## src/rtl/ysyx_220053_alu_pkg.sv

```systemverilog
// Shared definitions for the ALU scheduler slice.
// Contents: operand/opcode widths, ALU opcode encodings, requester index type.
// No ports (package).
package ysyx_220053_alu_pkg;

  localparam int unsigned XLEN = 64;
  localparam int unsigned OPW  = 4;

  // Opcode encodings; decoded only by the external ALU, passed through here.
  localparam logic [OPW-1:0] OpAdd   = 4'b0000;
  localparam logic [OPW-1:0] OpSll   = 4'b0001;
  localparam logic [OPW-1:0] OpSlt   = 4'b0010;
  localparam logic [OPW-1:0] OpSltu  = 4'b0011;
  localparam logic [OPW-1:0] OpXor   = 4'b0100;
  localparam logic [OPW-1:0] OpSrl   = 4'b0101;
  localparam logic [OPW-1:0] OpOr    = 4'b0110;
  localparam logic [OPW-1:0] OpAnd   = 4'b0111;
  localparam logic [OPW-1:0] OpSub   = 4'b1000;
  localparam logic [OPW-1:0] OpSra   = 4'b1101;
  localparam logic [OPW-1:0] OpPassb = 4'b1111;

  // Requester index: 0 = execute pipeline, 1 = auxiliary unit.
  typedef logic req_idx_t;

endpackage

```

## src/rtl/ysyx_220053_arb2.sv

```systemverilog
// Two-way arbiter producing a one-hot grant.
// Ports:
//   clk_i, rst_i  clock / synchronous active-high reset (round-robin build only)
//   req_i[1:0]    request lines
//   en_i          grants allowed this cycle
//   gnt_o[1:0]    one-hot grant, only ever to an active request
// Macro ALU_SCHED_RR_EN: defined -> round-robin tie break with an internal prio
// register; undefined -> fixed priority, requester 0 wins ties, no state.
module ysyx_220053_arb2
  import ysyx_220053_alu_pkg::*;
(
`ifdef ALU_SCHED_RR_EN
  input  logic       clk_i,
  input  logic       rst_i,
`endif
  input  logic [1:0] req_i,
  input  logic       en_i,
  output logic [1:0] gnt_o
);

`ifdef ALU_SCHED_RR_EN
  req_idx_t prio_q, prio_d;
  req_idx_t winner;

  always_comb begin
    winner = (req_i == 2'b11) ? prio_q : req_i[1];
    gnt_o  = 2'b00;
    if (en_i && (req_i != 2'b00)) begin
      gnt_o[winner] = 1'b1;
    end
  end

  // A grant always completes the handshake (it is only issued to a valid
  // requester), so the granted index hands priority to the other side.
  always_comb begin
    prio_d = prio_q;
    if (gnt_o[0]) begin
      prio_d = 1'b1;
    end else if (gnt_o[1]) begin
      prio_d = 1'b0;
    end
  end

  always_ff @(posedge clk_i) begin
    if (rst_i) begin
      prio_q <= 1'b0;
    end else begin
      prio_q <= prio_d;
    end
  end
`else
  always_comb begin
    gnt_o[0] = en_i & req_i[0];
    gnt_o[1] = en_i & req_i[1] & ~req_i[0];
  end
`endif

endmodule

```

## src/rtl/ysyx_220053_alu_sched.sv

```systemverilog
// Shares one external combinational 64-bit ALU between two requesters and
// captures the result in a one-entry valid/ready output register.
// Ports:
//   clk_i, rst_i                      clock / synchronous active-high reset
//   rN_valid_i/rN_ready_o             requester N handshake (N = 0, 1)
//   rN_a_i, rN_b_i, rN_op_i           requester N operands and opcode
//   alu_a_o, alu_b_o, alu_op_o        ALU inputs, driven from the winner
//   alu_result_i                      ALU combinational result
//   out_valid_o/out_ready_i           result register handshake
//   out_result_o, out_src_o           registered result and its requester
// Macro ALU_SCHED_RR_EN: round-robin arbitration when defined, fixed priority
// (requester 0 first) otherwise.
module ysyx_220053_alu_sched
  import ysyx_220053_alu_pkg::*;
(
  input  logic            clk_i,
  input  logic            rst_i,
  input  logic            r0_valid_i,
  output logic            r0_ready_o,
  input  logic [XLEN-1:0] r0_a_i,
  input  logic [XLEN-1:0] r0_b_i,
  input  logic [OPW-1:0]  r0_op_i,
  input  logic            r1_valid_i,
  output logic            r1_ready_o,
  input  logic [XLEN-1:0] r1_a_i,
  input  logic [XLEN-1:0] r1_b_i,
  input  logic [OPW-1:0]  r1_op_i,
  output logic [XLEN-1:0] alu_a_o,
  output logic [XLEN-1:0] alu_b_o,
  output logic [OPW-1:0]  alu_op_o,
  input  logic [XLEN-1:0] alu_result_i,
  output logic            out_valid_o,
  input  logic            out_ready_i,
  output logic [XLEN-1:0] out_result_o,
  output logic            out_src_o
);

  logic            out_valid_q, out_valid_d;
  logic [XLEN-1:0] out_result_q, out_result_d;
  req_idx_t        out_src_q, out_src_d;
  logic            can_accept;
  logic [1:0]      gnt;
  logic            accept;

  // Register is empty or draining; reset blocks any handshake this cycle.
  assign can_accept = ~out_valid_q | out_ready_i;

  ysyx_220053_arb2 u_arb2 (
`ifdef ALU_SCHED_RR_EN
    .clk_i (clk_i),
    .rst_i (rst_i),
`endif
    .req_i ({r1_valid_i, r0_valid_i}),
    .en_i  (can_accept & ~rst_i),
    .gnt_o (gnt)
  );

  assign r0_ready_o = gnt[0];
  assign r1_ready_o = gnt[1];
  assign accept     = |gnt;

  always_comb begin
    alu_a_o  = '0;
    alu_b_o  = '0;
    alu_op_o = '0;
    if (gnt[0]) begin
      alu_a_o  = r0_a_i;
      alu_b_o  = r0_b_i;
      alu_op_o = r0_op_i;
    end else if (gnt[1]) begin
      alu_a_o  = r1_a_i;
      alu_b_o  = r1_b_i;
      alu_op_o = r1_op_i;
    end
  end

  always_comb begin
    out_valid_d  = out_valid_q;
    out_result_d = out_result_q;
    out_src_d    = out_src_q;
    if (accept) begin
      out_valid_d  = 1'b1;
      out_result_d = alu_result_i;
      out_src_d    = gnt[1];
    end else if (out_ready_i) begin
      out_valid_d  = 1'b0;
    end
  end

  always_ff @(posedge clk_i) begin
    if (rst_i) begin
      out_valid_q  <= 1'b0;
      out_result_q <= '0;
      out_src_q    <= 1'b0;
    end else begin
      out_valid_q  <= out_valid_d;
      out_result_q <= out_result_d;
      out_src_q    <= out_src_d;
    end
  end

  assign out_valid_o  = out_valid_q;
  assign out_result_o = out_result_q;
  assign out_src_o    = out_src_q;

endmodule

```

## config.mk

```make
export PLATFORM = sky130hd
export DESIGN_NAME = ysyx_220053_alu_sched
export DESIGN_NICKNAME = d
export VERILOG_FILES = /design/src/rtl/ysyx_220053_alu_pkg.sv /design/src/rtl/ysyx_220053_arb2.sv /design/src/rtl/ysyx_220053_alu_sched.sv
export SDC_FILE = /design/constraint.sdc
export NUM_CORES = 1
export LEC_CHECK = 0
export BUFFER_PORTS_ARGS = -buffer_cell sky130_fd_sc_hd__buf_4
export CAP_MARGIN = 20
export CORE_AREA = 10 10 201 203
export DETAILED_ROUTE_END_ITERATION = 6
export DIE_AREA = 0 0 211 213
export PLACE_DENSITY = 0.37
export SLEW_MARGIN = 5
export SYNTH_ARGS = -nofsm -noshare
export SYNTH_HDL_FRONTEND = slang
export SYNTH_SLANG_ARGS = --single-unit
```

## constraint.sdc

```tcl
create_clock -name clk_i -period 1.82 [get_ports clk_i]
set_input_delay 0 -clock clk_i [delete_from_list [all_inputs] [get_ports clk_i]]
set_output_delay 0 -clock clk_i [all_outputs]
set_load 0.01 [all_outputs]
```

==> flow_metrics.tcl <==
set metrics [dict create \
    synthesis.area_sq_um 3969 \
    rows 70 \
    via_count 6554 \
    grt_max_degree 130 \
    hold_violations 0 \
    io_pins 533 \
    start_util_pct 10.95 \
    cts_tree "done" \
    core-area_sq_um 36260 \
    worstPathMaxFanout 6 \
    endpoint_kind "output port" \
    setup_ws_ns -0.07352 \
    yosys_register_bits 66 \
    ys_types 19 \
    die_w_um 211 \
    grt_antenna_before_repair 28 \
    met1Wirelength_um 16090 \
    maxSlewViolCount 0 \
    violations "negative setup slack" \
    insertion_delay_ns 0.34 \
    register_area_sq_um 1323 \
    grt_overflow_total 0 \
    power_density_nw_per_um2 568.8 \
    htree_levels 3 \
    drv_cap 0 \
    nFillCells 3944 \
    areaGrowthSynthToFinish_pct 147.1 \
    gp_congestion 0.8836 \
    worst_ir_drop_vdd_v 0.0003884 \
    crit_family "buffers and inverters" \
    io_buffers 532 \
    synth_nets 803 \
    numCtsBuffers 9 \
    finalCriticalPeriod_ns 1.894 \
    fin_util_pct 27.05 \
    hp-class "primary input to flop" \
    cts.path.max_buffers 2 \
    viasPerCell 4.329 \
    placed_area_sq_um 8498 \
    avgSynthCellArea_sq_um 8.444 \
    top_layer "met5" \
    dr.pass1.iters 4 \
    slowest_delay_ns 0.33 \
    grt_pass1_vias 6733 \
    layout-drive-gt1-share_pct 56.22 \
    hpwl_um 35360 \
    grt_pass1_wl_um 55830 \
    rsz0062_at_grt "yes" \
    path_class "flop to output port" \
    drt_iter0_markers 343 \
    crit_required_ns 1.82 \
    die_h_um 213 \
    clock-root-buffer "clkbuf_16" \
    outcome "finished, violations left" \
    leakage_nw 4.881 \
    wl_per_cell_um 28.33 \
    grt_use_total_pct 17.57 \
    finalCritPeriodShare_pct 104.0 \
    yosys_warnings 0 \
    crit_arrival_ns 1.89 \
    worst-path-buf-inv 4 \
    tns_ns -1.038 \
    synthCells 470 \
    drc_errors 0 \
    ant_nets 0 \
    yosysSeqAreaShare_pct 33.29 \
    worstPathCellList "nor2b_4 -> nor4b_4 -> buf_4 -> clkbuf_16 -> buf_6 -> a22o_1 -> buf_6" \
    clk_pin_slew_worst_paths_ns 0.06 \
    relSlewSlack_pct 49.73 \
    crit_top_cell "buf_6" \
    slowest_stage "dfxtp_2" \
    multiInputGateArea_sq_um 2377 \
    tightestPinTransition_ns 0.7540 \
    wl_met3_um 5431 \
    worst_setup_path_start_kind "flop" \
    clock_skew_ns 0.01629 \
    final_nets 1365 \
    dieArea_sq_um 44940 \
    setup_viol_count_final 51 \
    wl_met2_um 20600 \
    clock-sinks 66 \
    final_cell_mix "buf_4 (503), a22o_1 (130), dlygate4sd3_1 (65), dfxtp_1 (65)" \
    drt_wl_total_um 42890 \
    fin_area_sq_um 9807 \
    p_total_mw 5.578 \
    final_common_cell "buf_4" \
    regToRegSetupSlack_ns 0.45 \
    fmax_mhz 528.1 \
]
[flip-flops by register name, indices dropped and copies added (netlist names)]
signal	flops
out_src_o	1
out_result_o	64
out_valid_o	1
[synthesized netlist by cell type]
cell type	count	share of area, %
nand2_1	64	6.1
buf_1	10	0.95
inv_1	1	0.094
buf_2	10	1.3
dfxtp_1	66	33
inv_2	1	0.094
a31o_2	1	0.22
clkbuf_1	44	4.2
a21oi_1	1	0.13
nand3_1	1	0.13
nand4_1	64	10
nor4b_4	1	0.60
nand2b_1	1	0.16
or2_2	1	0.16
a22o_1	132	29
nor2b_1	1	0.16
nor2_1	1	0.094
buf_4	6	1.1
o211ai_1	64	12
[stage by stage]
step | hold WS [ns] | instances | worst slack [ns]
floorplan | 0.06907 | 470 | 0.4099
global placement | 0.2226 | 1415 | 0.2566
detailed placement | 0.2262 | 1415 | 0.2501
CTS | 0.1734 | 1501 | -0.08903
global route | 0.1932 | 1512 | -0.1522
finish | 0.1864 | 1514 | -0.07352
[layer usage]
metal / up-vias / global-route usage [%]
met3: 50 / 10.25
li1: 3017 / -
met2: 318 / 28.13
met4: 32 / 5.095
met5: - / 0
met1: 3137 / 19.31
[layout make-up]
type	instances	area share (%)
clock buffer	11	2.577
sequential	66	13.49
tap	468	5.971
antenna	9	0.2297
clock inverter	5	0.6252
inverter	2	0.1276
multi-input combinational	332	24.24
timing repair buffer	621	52.74
[logic make-up (layout without fill, tap and decap cells)]
kind of cell / after synthesis / after routing / synth area share (%)
AO/OA/AOI/OAI: 198 / 198 / 41.58
AND/OR/NAND/NOR: 134 / 134 / 17.43
buffers and inverters: 72 / 639 / 7.692
flip-flops: 66 / 66 / 33.29
other: 0 / 9 / 0
[where the power goes]
group          internal (mW)  switching (mW)  leakage (nW)
Clock                   1.14           0.753         0.144
Sequential              1.55          0.0593         0.547
Combinational           1.16           0.910          4.19
[worst reg2reg max path, delay by kind of cell, from the launching register on]
family                 cells  cell delay [ns]
buffers and inverters      3             0.45
DFF                        1             0.35
AOI/OAI and AO/OA          1             0.20
and+or+nand+nor            2             0.28
[repair_timing]
| action | in CTS | in global routing |
|---|---|---|
| endpoints found under the setup margin | 124 | 123 |
| buffers inserted | 4 | 2 |
| gates cloned | 1 | 2 |
| hold endpoints to repair | 65 | 0 |
| gates resized for setup | 9 | 40 |
| hold buffers | 65 | 0 |
| pin swaps | 28 | 5 |
[worst paths after layout]
kind / startpoint / depth (start not counted) / endpoint
setup / recovery: out_valid_o / 7 / alu_b_o[7]
setup reg to reg: out_valid_o / 6 / out_src_o
hold reg to reg: out_result_o[33] / 2 / out_result_o[33]
hold / removal: r0_valid_i / 3 / out_src_o
Power figures use the tool's default switching activity.
